## config.mk

```make
export PLATFORM = sky130hd
export DESIGN_NAME = stream_demux_32_flat
export DESIGN_NICKNAME = d
export VERILOG_FILES = /design/src/rtl/stream_demux_32_if.sv /design/src/rtl/stream_demux_32.sv /design/src/flat_wrapper.sv
export SDC_FILE = /design/constraint.sdc
export NUM_CORES = 1
export LEC_CHECK = 0
export CAP_MARGIN = 25
export CORE_MARGIN = 5
export CORE_UTILIZATION = 46
export CTS_CLUSTER_SIZE = 25
export DETAILED_ROUTE_END_ITERATION = 10
export MAX_ROUTING_LAYER = met4
export PLACE_DENSITY = 0.82
export SYNTH_ARGS = -nofsm -noshare
export SYNTH_HDL_FRONTEND = slang
export SYNTH_SLANG_ARGS = --single-unit
```

## constraint.sdc

```tcl
create_clock -name clk -period 3.9 [get_ports clk]
set_input_delay 0.585 -clock clk [delete_from_list [all_inputs] [get_ports clk]]
set_output_delay 0.585 -clock clk [all_outputs]
set_load 0.01 [all_outputs]
```

## src/rtl/stream_demux_32_if.sv

```systemverilog
// Handshake bundle for stream_demux_32: one input stream with select, two output streams.
// The master modport is the environment side, the slave modport is the demux side.
interface stream_demux_32_if #(
    parameter int WIDTH = 32
);
    logic             in_valid;
    logic             in_ready;
    logic [WIDTH-1:0] in_data;
    logic             s0;
    logic             out0_valid;
    logic             out0_ready;
    logic [WIDTH-1:0] out0_data;
    logic             out1_valid;
    logic             out1_ready;
    logic [WIDTH-1:0] out1_data;

    modport master (
        output in_valid, in_data, s0, out0_ready, out1_ready,
        input  in_ready, out0_valid, out0_data, out1_valid, out1_data
    );

    modport slave (
        input  in_valid, in_data, s0, out0_ready, out1_ready,
        output in_ready, out0_valid, out0_data, out1_valid, out1_data
    );
endinterface

```

## src/rtl/stream_demux_32.sv

```systemverilog
// Registered 1-to-2 stream demultiplexer; each output owns a one-entry holding slot.
// Optional per-output transfer counters when DEMUX_STATS_EN is defined.
//
// state | meaning
// EMPTY | slot holds no word, outN_valid=0
// FULL  | slot holds a word, outN_valid=1
module stream_demux_32 #(
    parameter int WIDTH = 32,
    parameter int CNT_W = 16
) (
    input  logic clk,
    input  logic reset,
    stream_demux_32_if.slave bus
`ifdef DEMUX_STATS_EN
    ,
    output logic [CNT_W-1:0] count0,
    output logic [CNT_W-1:0] count1
`endif
);

    typedef enum logic {
        EMPTY = 1'b0,
        FULL  = 1'b1
    } slot_e;

    slot_e            st0_q, st0_d;
    slot_e            st1_q, st1_d;
    logic [WIDTH-1:0] data0_q, data0_d;
    logic [WIDTH-1:0] data1_q, data1_d;
    logic             can0, can1;
    logic             acc0, acc1;

    // A full slot can still load when its consumer drains it this cycle.
    assign can0 = (st0_q == EMPTY) || bus.out0_ready;
    assign can1 = (st1_q == EMPTY) || bus.out1_ready;

    assign bus.in_ready = bus.s0 ? can1 : can0;

    assign acc0 = bus.in_valid && can0 && !bus.s0;
    assign acc1 = bus.in_valid && can1 &&  bus.s0;

    always_comb begin
        st0_d   = st0_q;
        data0_d = data0_q;
        if (acc0) begin
            st0_d   = FULL;
            data0_d = bus.in_data;
        end else if ((st0_q == FULL) && bus.out0_ready) begin
            st0_d   = EMPTY;
        end
    end

    always_comb begin
        st1_d   = st1_q;
        data1_d = data1_q;
        if (acc1) begin
            st1_d   = FULL;
            data1_d = bus.in_data;
        end else if ((st1_q == FULL) && bus.out1_ready) begin
            st1_d   = EMPTY;
        end
    end

    always_ff @(posedge clk or posedge reset) begin
        if (reset) begin
            st0_q   <= EMPTY;
            st1_q   <= EMPTY;
            data0_q <= '0;
            data1_q <= '0;
        end else begin
            st0_q   <= st0_d;
            st1_q   <= st1_d;
            data0_q <= data0_d;
            data1_q <= data1_d;
        end
    end

    assign bus.out0_valid = (st0_q == FULL);
    assign bus.out1_valid = (st1_q == FULL);
    assign bus.out0_data  = data0_q;
    assign bus.out1_data  = data1_q;

`ifdef DEMUX_STATS_EN
    logic [CNT_W-1:0] cnt0_q, cnt0_d;
    logic [CNT_W-1:0] cnt1_q, cnt1_d;

    // Counters wrap naturally at 2^CNT_W.
    always_comb begin
        cnt0_d = cnt0_q + CNT_W'(bus.out0_valid && bus.out0_ready);
        cnt1_d = cnt1_q + CNT_W'(bus.out1_valid && bus.out1_ready);
    end

    always_ff @(posedge clk or posedge reset) begin
        if (reset) begin
            cnt0_q <= '0;
            cnt1_q <= '0;
        end else begin
            cnt0_q <= cnt0_d;
            cnt1_q <= cnt1_d;
        end
    end

    assign count0 = cnt0_q;
    assign count1 = cnt1_q;
`endif

endmodule

```

## src/flat_wrapper.sv

```systemverilog
// flat-port wrapper written by rule: the top's interface ports become plain ports
module stream_demux_32_flat 
#(
    parameter int WIDTH = 32,
    parameter int CNT_W = 16
)
  (clk, reset, bus_in_valid, bus_in_data, bus_s0, bus_out0_ready, bus_out1_ready, bus_in_ready, bus_out0_valid, bus_out0_data, bus_out1_valid, bus_out1_data);
  stream_demux_32_if #(.WIDTH(WIDTH)) bus_i ();
  input  logic clk;
  input  logic reset;
  input wire logic [$bits(bus_i.in_valid)-1:0] bus_in_valid;
  input wire logic [$bits(bus_i.in_data)-1:0] bus_in_data;
  input wire logic [$bits(bus_i.s0)-1:0] bus_s0;
  input wire logic [$bits(bus_i.out0_ready)-1:0] bus_out0_ready;
  input wire logic [$bits(bus_i.out1_ready)-1:0] bus_out1_ready;
  output wire logic [$bits(bus_i.in_ready)-1:0] bus_in_ready;
  output wire logic [$bits(bus_i.out0_valid)-1:0] bus_out0_valid;
  output wire logic [$bits(bus_i.out0_data)-1:0] bus_out0_data;
  output wire logic [$bits(bus_i.out1_valid)-1:0] bus_out1_valid;
  output wire logic [$bits(bus_i.out1_data)-1:0] bus_out1_data;
  assign bus_i.in_valid = bus_in_valid;
  assign bus_i.in_data = bus_in_data;
  assign bus_i.s0 = bus_s0;
  assign bus_i.out0_ready = bus_out0_ready;
  assign bus_i.out1_ready = bus_out1_ready;
  assign bus_in_ready = bus_i.in_ready;
  assign bus_out0_valid = bus_i.out0_valid;
  assign bus_out0_data = bus_i.out0_data;
  assign bus_out1_valid = bus_i.out1_valid;
  assign bus_out1_data = bus_i.out1_data;
  stream_demux_32 #(.WIDTH(WIDTH), .CNT_W(CNT_W)) u_core (.clk(clk), .reset(reset), .bus(bus_i));
endmodule
```

==> results of run 1 <==
[report_power, final]
part / switching, mW / internal, mW
Combinational: 0.190 / 0.343
Sequential: 0.0633 / 0.808
Clock: 0.234 / 0.307
[worst register-to-register path, cell delays in order (launching register included)]
cell and delay, ns:
dfrtp_1 0.39, and2b_1 0.20, nor2_4 0.42, buf_4 0.31, mux2_2 0.37
[through the flow]
| stage | hold WS [ns] | cell area, µm² |
|---|---|---|
| CTS | 0.502 | 3820 |
| floorplan | 0.529 | 2520 |
| detailed placement | 0.474 | 3640 |
| finish | 0.501 | 3820 |
| global route | 0.518 | 3820 |
| global placement | 0.468 | 3620 |
[kinds of logic after synthesis]
family | share of synthesized area (%)
flops | 65.4
mux | 28.6
buf+inv | 3.17
compound gates | 0.396
simple gates | 2.43
[metal layers]
metal	vias up	wire [µm]	part of all wire [%]	track usage [%]
li1	745	-	-	-
met1	789	2520	44	21.1
met2	84	2690	47	27.4
met3	10	471	8.1	5.92
met4	0	104	1.8	8.48
met5	-	0	0	-
[Yosys cell counts]
| cell type | count |
|---|---|
| a21oi_1 | 1 |
| inv_1 | 2 |
| or2b_1 | 1 |
| nand2b_2 | 1 |
| mux2_2 | 62 |
| mux2_1 | 2 |
| nor3b_4 | 1 |
| nor2_4 | 1 |
| clkbuf_8 | 2 |
| nand2_1 | 1 |
| nor2_1 | 1 |
| dfrtp_1 | 66 |
| and2b_1 | 1 |
| buf_6 | 4 |
| o21ai_0 | 1 |
[layout make-up]
type | count | area [µm²] | area share [%]
clock inverters | 3 | 40.0 | 1.05
well taps | 72 | 90.1 | 2.36
repair buffers | 110 | 1100 | 28.7
inverters | 2 | 7.51 | 0.196
multi-input cells | 73 | 792 | 20.7
clock buffers | 12 | 145 | 3.79
flip-flops and latches | 66 | 1650 | 43.2
[registers in the layout, summed over array words and instances, names as in the netlist]
signal	flops
u_core.bus.out0_valid	1
u_core.bus.out0_data	32
u_core.bus.out1_data	32
u_core.bus.out1_valid	1
[worst paths after layout]
| check | endpoint | start |
|---|---|---|
| max | bus_in_ready | bus_out1_ready |
| min reg2reg | u_core.bus.out1_data[23]$_DFFE_PP0P_ | u_core.bus.out1_data[23]$_DFFE_PP0P_ |
| min | u_core.bus.out1_data[23]$_DFFE_PP0P_ | u_core.bus.out1_data[23]$_DFFE_PP0P_ |
| max in group asynchronous | u_core.bus.out1_data[31]$_DFFE_PP0P_ | reset |
| min in group asynchronous | u_core.bus.out1_data[14]$_DFFE_PP0P_ | reset |
| max reg2reg | u_core.bus.out1_data[27]$_DFFE_PP0P_ | u_core.bus.out1_valid$_DFFE_PP0P_ |
==> summary.md, run 1 <==
| Metric | Value |
|---|---|
| Status | `finished clean` |
| Maxcap violations | `0` |
| Worst r2r path cells | `4` |
| Hold Violations, Final | `0` |
| CTS sink count | `66` |
| Number of hold buffers added after cts | `0` |
| Netlist cell types | `15` |
| DR iter-0 viols | `46` |
| Pre-antenna DRT Iters | `2` |
| Hold Crit Class | `reg -> reg` |
| Total gr overflow | `0` |
| CTS tree | `done` |
| Post-DP HPWL | `around 4400 µm` |
| Worst Path Required | `between 3 and 4 ns` |
| Diode count | `0` |
| Vias in the first global route | `1,822` |
| Antenna violations before repair | `0` |
| Count of input and output buffers | `104` |
| Filler instances | `380` |
| Final core occ | `between 70 and 80%` |
| GRT Util Overall | `roughly 18%` |
| Leakage Power | `roughly 1.6 nW` |
| Share of the synthesized area in the top cell type | `approximately two thirds` |
| CTS buffer count | `9` |
| Max Clk Rate | `~390 MHz` |
| Final period utilization | `around 65%` |
| Setup TNS | `0 ns` |
| Rel. slew slack | `approximately 68%` |
| # Post-CTS Setup Buffers | `0` |
| Slack of the critical path | `roughly 1.4 ns` |
| Inst Count DP | `323` |
| Synth Instances | `roughly 150` |
| Die Y | `between 80 and 90 µm` |
| CP top delay family | `buffers and inverters` |
| Crit Path Max Fanout | `3` |
| Register area share after synthesis | `roughly 65%` |
| Crit path launch type | `input port` |
| Synthesized area per cell | `roughly 17 µm²` |
| WP buf/inv | `2` |
| R2r setup slk | `2.11 ns` |
| Min Tclk post-route | `2.54 ns` |
| CTS root buf | `clkbuf_8` |
| Nets | `300` |
| Most frequent cells in the layout | `clkdlybuf4s50_1, dfrtp_1, mux2_2` |
| Synth-to-layout area growth | `51.6%` |
| Setup skew after layout | `approximately 0.0087 ns` |
| Post-Syn Area | `approximately 0.0025 mm²` |
| Final antenna-violating net count | `0` |
| H-tree depth | `3` |
| Layout cells sized above 1 | `a little under a third` |
| Fin cells | `roughly 340` |
| Final WL | `a little under 6000 µm` |
| Commonest non-fill, non-tap cell in the layout | `clkdlybuf4s50_1` |
| Pwr/cell area | `around 500 mW/mm²` |
| Chip width | `around 84 µm` |
| CP endpoint kind | `output port` |
| Core Area | `~0.0054 mm²` |
| First-pass GRT wire length | `9360 µm` |
| Routability cong. | `0.711` |
| Initial Util | `between 40% and 50%` |
| Cell count along the critical path | `4` |
| Post-CTS sizing | `0` |
| Worst-path cell chain | `clkdlybuf4s50_1, and2b_1, a21oi_1, clkdlybuf4s50_1` |
| Post-synth top area cell | `dfrtp_1` |
| Final Setup Violations | `0` |
| Design Power | `about 2 mW` |
| Worst Path Arrival | `slightly below 2 ns` |
| # IOs | `approximately 110` |
| Hold path cells | `1` |
| Top cells by area, synth | `dfrtp_1, mux2_2, buf_6` |
| Clock Pin Slew Worst Setup and Hold Paths | `roughly 0.07 ns` |
| Clk_lat worst skew | `between 0.3 and 0.4 ns` |
| RSZ-0062 raised after global routing | `false` |
| Full die area | `around 0.007 mm²` |
| Worst vdd ir | `about 460 µV` |
| Vias | `1,628` |
| Flops & latches, synth | `66` |
| Largest net degree at the start of global routing | `between 40 and 50` |
| Slowest stage cell on the critical path | `clkdlybuf4s50_1` |
| # DRC | `0` |
| Most prevalent standard cell on the critical path | `clkdlybuf4s50_1` |
| Max stage delay on crit path | `approximately 0.55 ns` |
| Yosys warns | `0` |
| WL per Instance | `17.1 µm` |
| Final Slew Violations | `0` |
| Post-Syn Nets | `between 150 and 200` |
| Actual slew at the worst max-slew pin | `0.478 ns` |
| Vias per Instance | `approximately 4.8` |
| Pre-CTS setup slack | `between 1 and 1.5 ns` |
| # rows | `27` |
| Clk buf depth | `2` |
| Crit Path Category | `in -> out` |
(Power assumes the default switching activity.)
==> run 2: changes to the inputs <==
CORE_UTILIZATION = 42   (was 46)
PLACE_DENSITY = 0.76   (was 0.82)
clock period = 2.5 ns   (was 3.9 ns; I/O delays follow)
==> run 2 against run 1 <==
Design area grew 1.2%. Total power rose by 62%. Highest routed layer unchanged. Non-clock buffer count is 2 lower. Via count is 0.12% lower. Flip-flop and latch count did not move. Sequential power is 55% higher.
==> summary.md, run 2 (same netlist as run 1, synthesis figures left out) <==
| Metric | Value |
|---|---|
| Status | `finished clean` |
| Clock Pin Slew Worst Setup and Hold Paths | `0.07 ns (about the same)` |
| Pre-antenna DRT Iters | `4 (+2)` |
| Final Hold Slack | `0.399 ns (-0.102 ns)` |
| Largest net degree at the start of global routing | `33 (-21%)` |
| First-pass GRT wire length | `9180 µm (-2.0%)` |
| RSZ-0062 raised after global routing | `false` |
| Nets | `298 (-0.67%)` |
| Crit path launch type | `input port` |
| Crit Path Max Fanout | `3 (unchanged)` |
| Final core occ | `65.8% (-5.0 points)` |
| Hold Crit Class | `in -> async` |
| Setup TNS | `0 ns (unchanged)` |
| Vias in the first global route | `1,728 (-5.2%)` |
| CTS root buf | `clkbuf_8` |
| Vias | `1,626 (-0.12%)` |
| Chip width | `87.5 µm (+4.1%)` |
| Count of input and output buffers | `104 (unchanged)` |
| Pwr/cell area | `815 mW/mm² (+60%)` |
| # rows | `28 (+3.7%)` |
| Synth-to-layout area growth | `53.4%` |
| DR iter-0 viols | `43 (-6.5%)` |
| Worst Path Arrival | `1.76 ns (-0.19 ns)` |
| Routability cong. | `0.701 (-1.5%)` |
| CTS buffer count | `9 (unchanged)` |
| Worst r2r path cells | `4 (unchanged)` |
| Max Clk Rate | `roughly 470 MHz` |
| Final Setup Violations | `0 (unchanged)` |
| Final antenna-violating net count | `0 (unchanged)` |
| Setup skew after layout | `0.00717 ns (-0.00150 ns)` |
| Post-DP HPWL | `4050 µm (-7.2%)` |
| Maxcap violations | `0 (unchanged)` |
| WL per Instance | `16.6 µm (-2.8%)` |
| Antenna violations before repair | `0 (unchanged)` |
| Number of hold buffers added after cts | `0 (unchanged)` |
| # Post-CTS Setup Buffers | `0 (unchanged)` |
| Layout cells sized above 1 | `32.1% (+0.12 points)` |
| Design Power | `3.15 mW (+62%)` |
| CTS tree | `done` |
| H-tree depth | `3 (unchanged)` |
| Worst vdd ir | `462 µV (-0.50%)` |
| Clk_lat worst skew | `0.33 ns (about the same)` |
| Final period utilization | `85.2%` |
| CTS sink count | `66 (unchanged)` |
| Post-CTS sizing | `0 (unchanged)` |
| Die Y | `87.5 µm (+4.1%)` |
| # IOs | `105 (unchanged)` |
| CP endpoint kind | `output port` |
| Clk buf depth | `2 (unchanged)` |
| Total gr overflow | `0 (unchanged)` |
| Leakage Power | `1.60 nW (+0.60%)` |
| Min Tclk post-route | `2.13 ns` |
| Hold Violations, Final | `0 (unchanged)` |
| Commonest non-fill, non-tap cell in the layout | `clkdlybuf4s50_1` |
| Core Area | `0.00589 mm² (+8.9%)` |
| Full die area | `0.00766 mm² (+8.4%)` |
| # DRC | `0 (unchanged)` |
| Worst Path Required | `2.12 ns (-1.19 ns)` |
| Actual slew at the worst max-slew pin | `0.530 ns (+0.0519 ns)` |
| Final WL | `5660 µm (-2.2%)` |
| Most frequent cells in the layout | `clkdlybuf4s50_1, dfrtp_1, mux2_2` |
| Final Slew Violations | `0 (unchanged)` |
| Initial Util | `42.9% (-3.8 points)` |
| Diode count | `0 (unchanged)` |
| Vias per Instance | `4.78 (-0.71%)` |
| Rel. slew slack | `64.6% (-3.4 points)` |
| Crit Path Category | `in -> out` |
| GRT Util Overall | `16.4% (-1.5 points)` |
==> run 2: area by class of cell <==
class	count	area, µm²
Clock inverter	5	77.6
Tap cell	75	93.8
Timing Repair Buffer	108	1110
Clock buffer	11	141
Inverter	2	7.51
Multi-Input combinational cell	73	792
Sequential cell	66	1650
Fill cell	463	2010
==> run 2: per-layer routing <==
| metal | share of wire, % | routed length, µm | track usage [%] |
|---|---|---|---|
| met1 | 45 | 2520 | 21.4 |
| met4 | 2.3 | 130 | 8.51 |
| met3 | 7.7 | 433 | 3.97 |
| met5 | 0 | 0 | - |
| met2 | 45 | 2570 | 23.6 |
==> run 2: where the power goes <==
part           total [mW]  switching [mW]  internal, mW  leakage, nW
sequential           1.35          0.0927          1.26        0.777
combinational       0.833           0.296         0.537        0.717
clock               0.969           0.384         0.586        0.109
==> run 2: final timing paths <==
path	startpoint	to	slack, ns
max	bus_out1_ready	bus_in_ready	0.37
min	reset	u_core.bus.out1_data[5]$_DFFE_PP0P_	0.40
max reg2reg	u_core.bus.out1_valid$_DFFE_PP0P_	u_core.bus.out1_data[31]$_DFFE_PP0P_	1.06
min reg2reg	u_core.bus.out1_data[24]$_DFFE_PP0P_	u_core.bus.out1_data[24]$_DFFE_PP0P_	0.49
max in group asynchronous	reset	u_core.bus.out0_data[15]$_DFFE_PP0P_	1.49
min in group clk	u_core.bus.out1_data[24]$_DFFE_PP0P_	u_core.bus.out1_data[24]$_DFFE_PP0P_	0.49
==> run 2: critical path: stages <==
cell and delay (ns):
clkdlybuf4s50_1 0.46, and2b_1 0.22, a21oi_1 0.16, clkdlybuf4s50_1 0.55
==> run 2: stage by stage <==
stage	std cells	setup slack, ns	area [µm²]
final	340	0.369	3870
after global routing	340	0.291	3870
after CTS	340	0.372	3870
after detailed placement	324	0.374	3650
after global placement	324	0.396	3650
after floorplan	147	0.470	2520
==> run 3: changes to the inputs <==
CORE_ASPECT_RATIO = 1.5   (was default)
==> run 3 against run 2 <==
Maximum frequency up 1.1%. Register-to-register slack better by 0.02 ns. Core utilization up 0.22 points. First-iteration DRC count down 16%. Sequential power about the same. Clock power down 9.0%. Die area up 0.42%. Largest cell class unchanged. Sequential share of layout area up 0.28 points. Flip-flop and latch count unchanged. Highest routed layer unchanged.
==> summary.md, run 3 (same netlist as run 1, synthesis figures left out) <==
| Metric | Value |
|---|---|
| Count of input and output buffers | `104 (unchanged)` |
| Post-CTS sizing | `0 (unchanged)` |
| Initial Util | `43.3% (+0.42 points)` |
| Final WL | `5580 µm (-1.3%)` |
| Clock Pin Slew Worst Setup and Hold Paths | `0.07 ns (about the same)` |
| Vias in the first global route | `1,882 (+8.9%)` |
| Vias | `1,624 (-0.12%)` |
| Clk_lat worst skew | `0.33 ns (about the same)` |
| # DRC | `0 (unchanged)` |
| Hold Violations, Final | `0 (unchanged)` |
| Final period utilization | `84.3% (-0.95 points)` |
| Post-DP HPWL | `3990 µm (-1.5%)` |
| # Post-CTS Setup Buffers | `0 (unchanged)` |
| Design Power | `3.07 mW (-2.7%)` |
| First-pass GRT wire length | `9270 µm (+0.97%)` |
| Worst Path Arrival | `1.73 ns (-0.03 ns)` |
| Core Area | `0.00583 mm² (-0.98%)` |
| Maxcap violations | `0 (unchanged)` |
| Die Y | `105 µm (+20%)` |
| Clk buf depth | `2 (unchanged)` |
| Final antenna-violating net count | `0 (unchanged)` |
| Diode count | `0 (unchanged)` |
| CTS buffer count | `9 (unchanged)` |
| Worst vdd ir | `530 µV (+15%)` |
| CTS root buf | `clkbuf_8` |
| CP endpoint kind | `output port` |
| CTS tree | `done` |
| Commonest non-fill, non-tap cell in the layout | `clkdlybuf4s50_1` |
| Crit Path Max Fanout | `3 (unchanged)` |
| # IOs | `105 (unchanged)` |
| # rows | `34 (+21%)` |
| Total gr overflow | `0 (unchanged)` |
| Final Slew Violations | `0 (unchanged)` |
| Crit path launch type | `input port` |
| Layout cells sized above 1 | `31.3% (-0.75 points)` |
| DR iter-0 viols | `36 (-16%)` |
| Number of hold buffers added after cts | `0 (unchanged)` |
| Status | `finished clean` |
| WL per Instance | `16.6 µm (-0.45%)` |
| H-tree depth | `3 (unchanged)` |
| Hold Crit Class | `in -> async` |
| Rel. slew slack | `65.4% (+0.81 points)` |
| Crit Path Category | `in -> out` |
| Setup skew after layout | `0.00732 ns (+0.000145 ns)` |
| Antenna violations before repair | `0 (unchanged)` |
| Worst Path Required | `2.12 ns (about the same)` |
| Full die area | `0.00769 mm² (+0.42%)` |
| Filler instances | `445 (-3.9%)` |
| Synth-to-layout area growth | `52.5%` |
| Min Tclk post-route | `2.11 ns (-0.0238 ns)` |
| Setup TNS | `0 ns (unchanged)` |
| Chip width | `73.3 µm (-16%)` |
| Routability cong. | `0.695 (-0.84%)` |
| Max Clk Rate | `475 MHz (+1.1%)` |
| Largest net degree at the start of global routing | `33 (unchanged)` |
| Vias per Instance | `4.82 (+0.77%)` |
| CTS sink count | `66 (unchanged)` |
| Pre-antenna DRT Iters | `2 (-2)` |
| Leakage Power | `1.59 nW (-0.54%)` |
| RSZ-0062 raised after global routing | `false` |
| Pwr/cell area | `797 mW/mm² (-2.1%)` |
| Actual slew at the worst max-slew pin | `0.518 ns (-0.0121 ns)` |
| Nets | `298 (unchanged)` |
| Most frequent cells in the layout | `clkdlybuf4s50_1, dfrtp_1, mux2_2` |
| R2r setup slk | `1.08 ns (+0.02 ns)` |
| GRT Util Overall | `16.1% (-0.31 points)` |
| Final Setup Violations | `0 (unchanged)` |
==> run 3: cell types whose count changed in the layout (fill, tap and decap cells not counted), sizes merged <==
cell and delta:
clkbuf +3, clkinvlp -1, clkinv -1, bufinv -1
==> run 3: final cells by class <==
type,instances,area (µm²),share of cell area (%)
Sequential cell,66,1650,42.9
Timing Repair Buffer,108,1110,28.8
Tap cell,72,90.1,2.34
Inverter,2,7.51,0.195
Clock inverter,2,35.0,0.911
Clock buffer,14,163,4.23
Multi-Input combinational cell,73,792,20.6
==> run 3: final timing paths <==
kind | from | to | depth (start not counted)
min | reset | u_core.bus.out1_data[3]$_DFFE_PP0P_ | 2
min reg2reg | u_core.bus.out1_data[23]$_DFFE_PP0P_ | u_core.bus.out1_data[23]$_DFFE_PP0P_ | 1
max in group asynchronous | reset | u_core.bus.out1_data[14]$_DFFE_PP0P_ | 3
max reg2reg | u_core.bus.out0_valid$_DFFE_PP0P_ | u_core.bus.out0_data[4]$_DFFE_PP0P_ | 4
max | bus_out1_ready | bus_in_ready | 4
min in group clk | u_core.bus.out1_data[23]$_DFFE_PP0P_ | u_core.bus.out1_data[23]$_DFFE_PP0P_ | 1
==> run 3: stage by stage <==
step                instances  area [µm²]  setup WS, ns  utilization, %  hold slack [ns]
finish                    337        3850         0.393            66.0            0.398
CTS                       337        3850         0.390            66.0            0.409
global route              337        3850         0.281            66.0            0.444
detailed placement        321        3650         0.404            62.6            0.484
global placement          321        3650         0.399            62.6            0.472
floorplan                 147        2520         0.470               -            0.484
==> run 3: power breakdown <==
part	internal (mW)	total, mW	switching (mW)
Clock	0.515	0.882	0.367
Sequential	1.26	1.35	0.0944
Combinational	0.537	0.831	0.294
==> run 3: critical path, stage by stage <==
cell	delay, ns
clkdlybuf4s50_1	0.45
and2b_1	0.22
a21oi_1	0.15
clkdlybuf4s50_1	0.54
==> run 3: routing by layer <==
metal  global-route usage, %  wire length, µm  up-vias
met4                    6.99               95        0
met3                    5.09              509        9
met2                    25.5             2780       72
li1                        -                -      739
met5                       -                0        -
met1                    18.3             2190      804
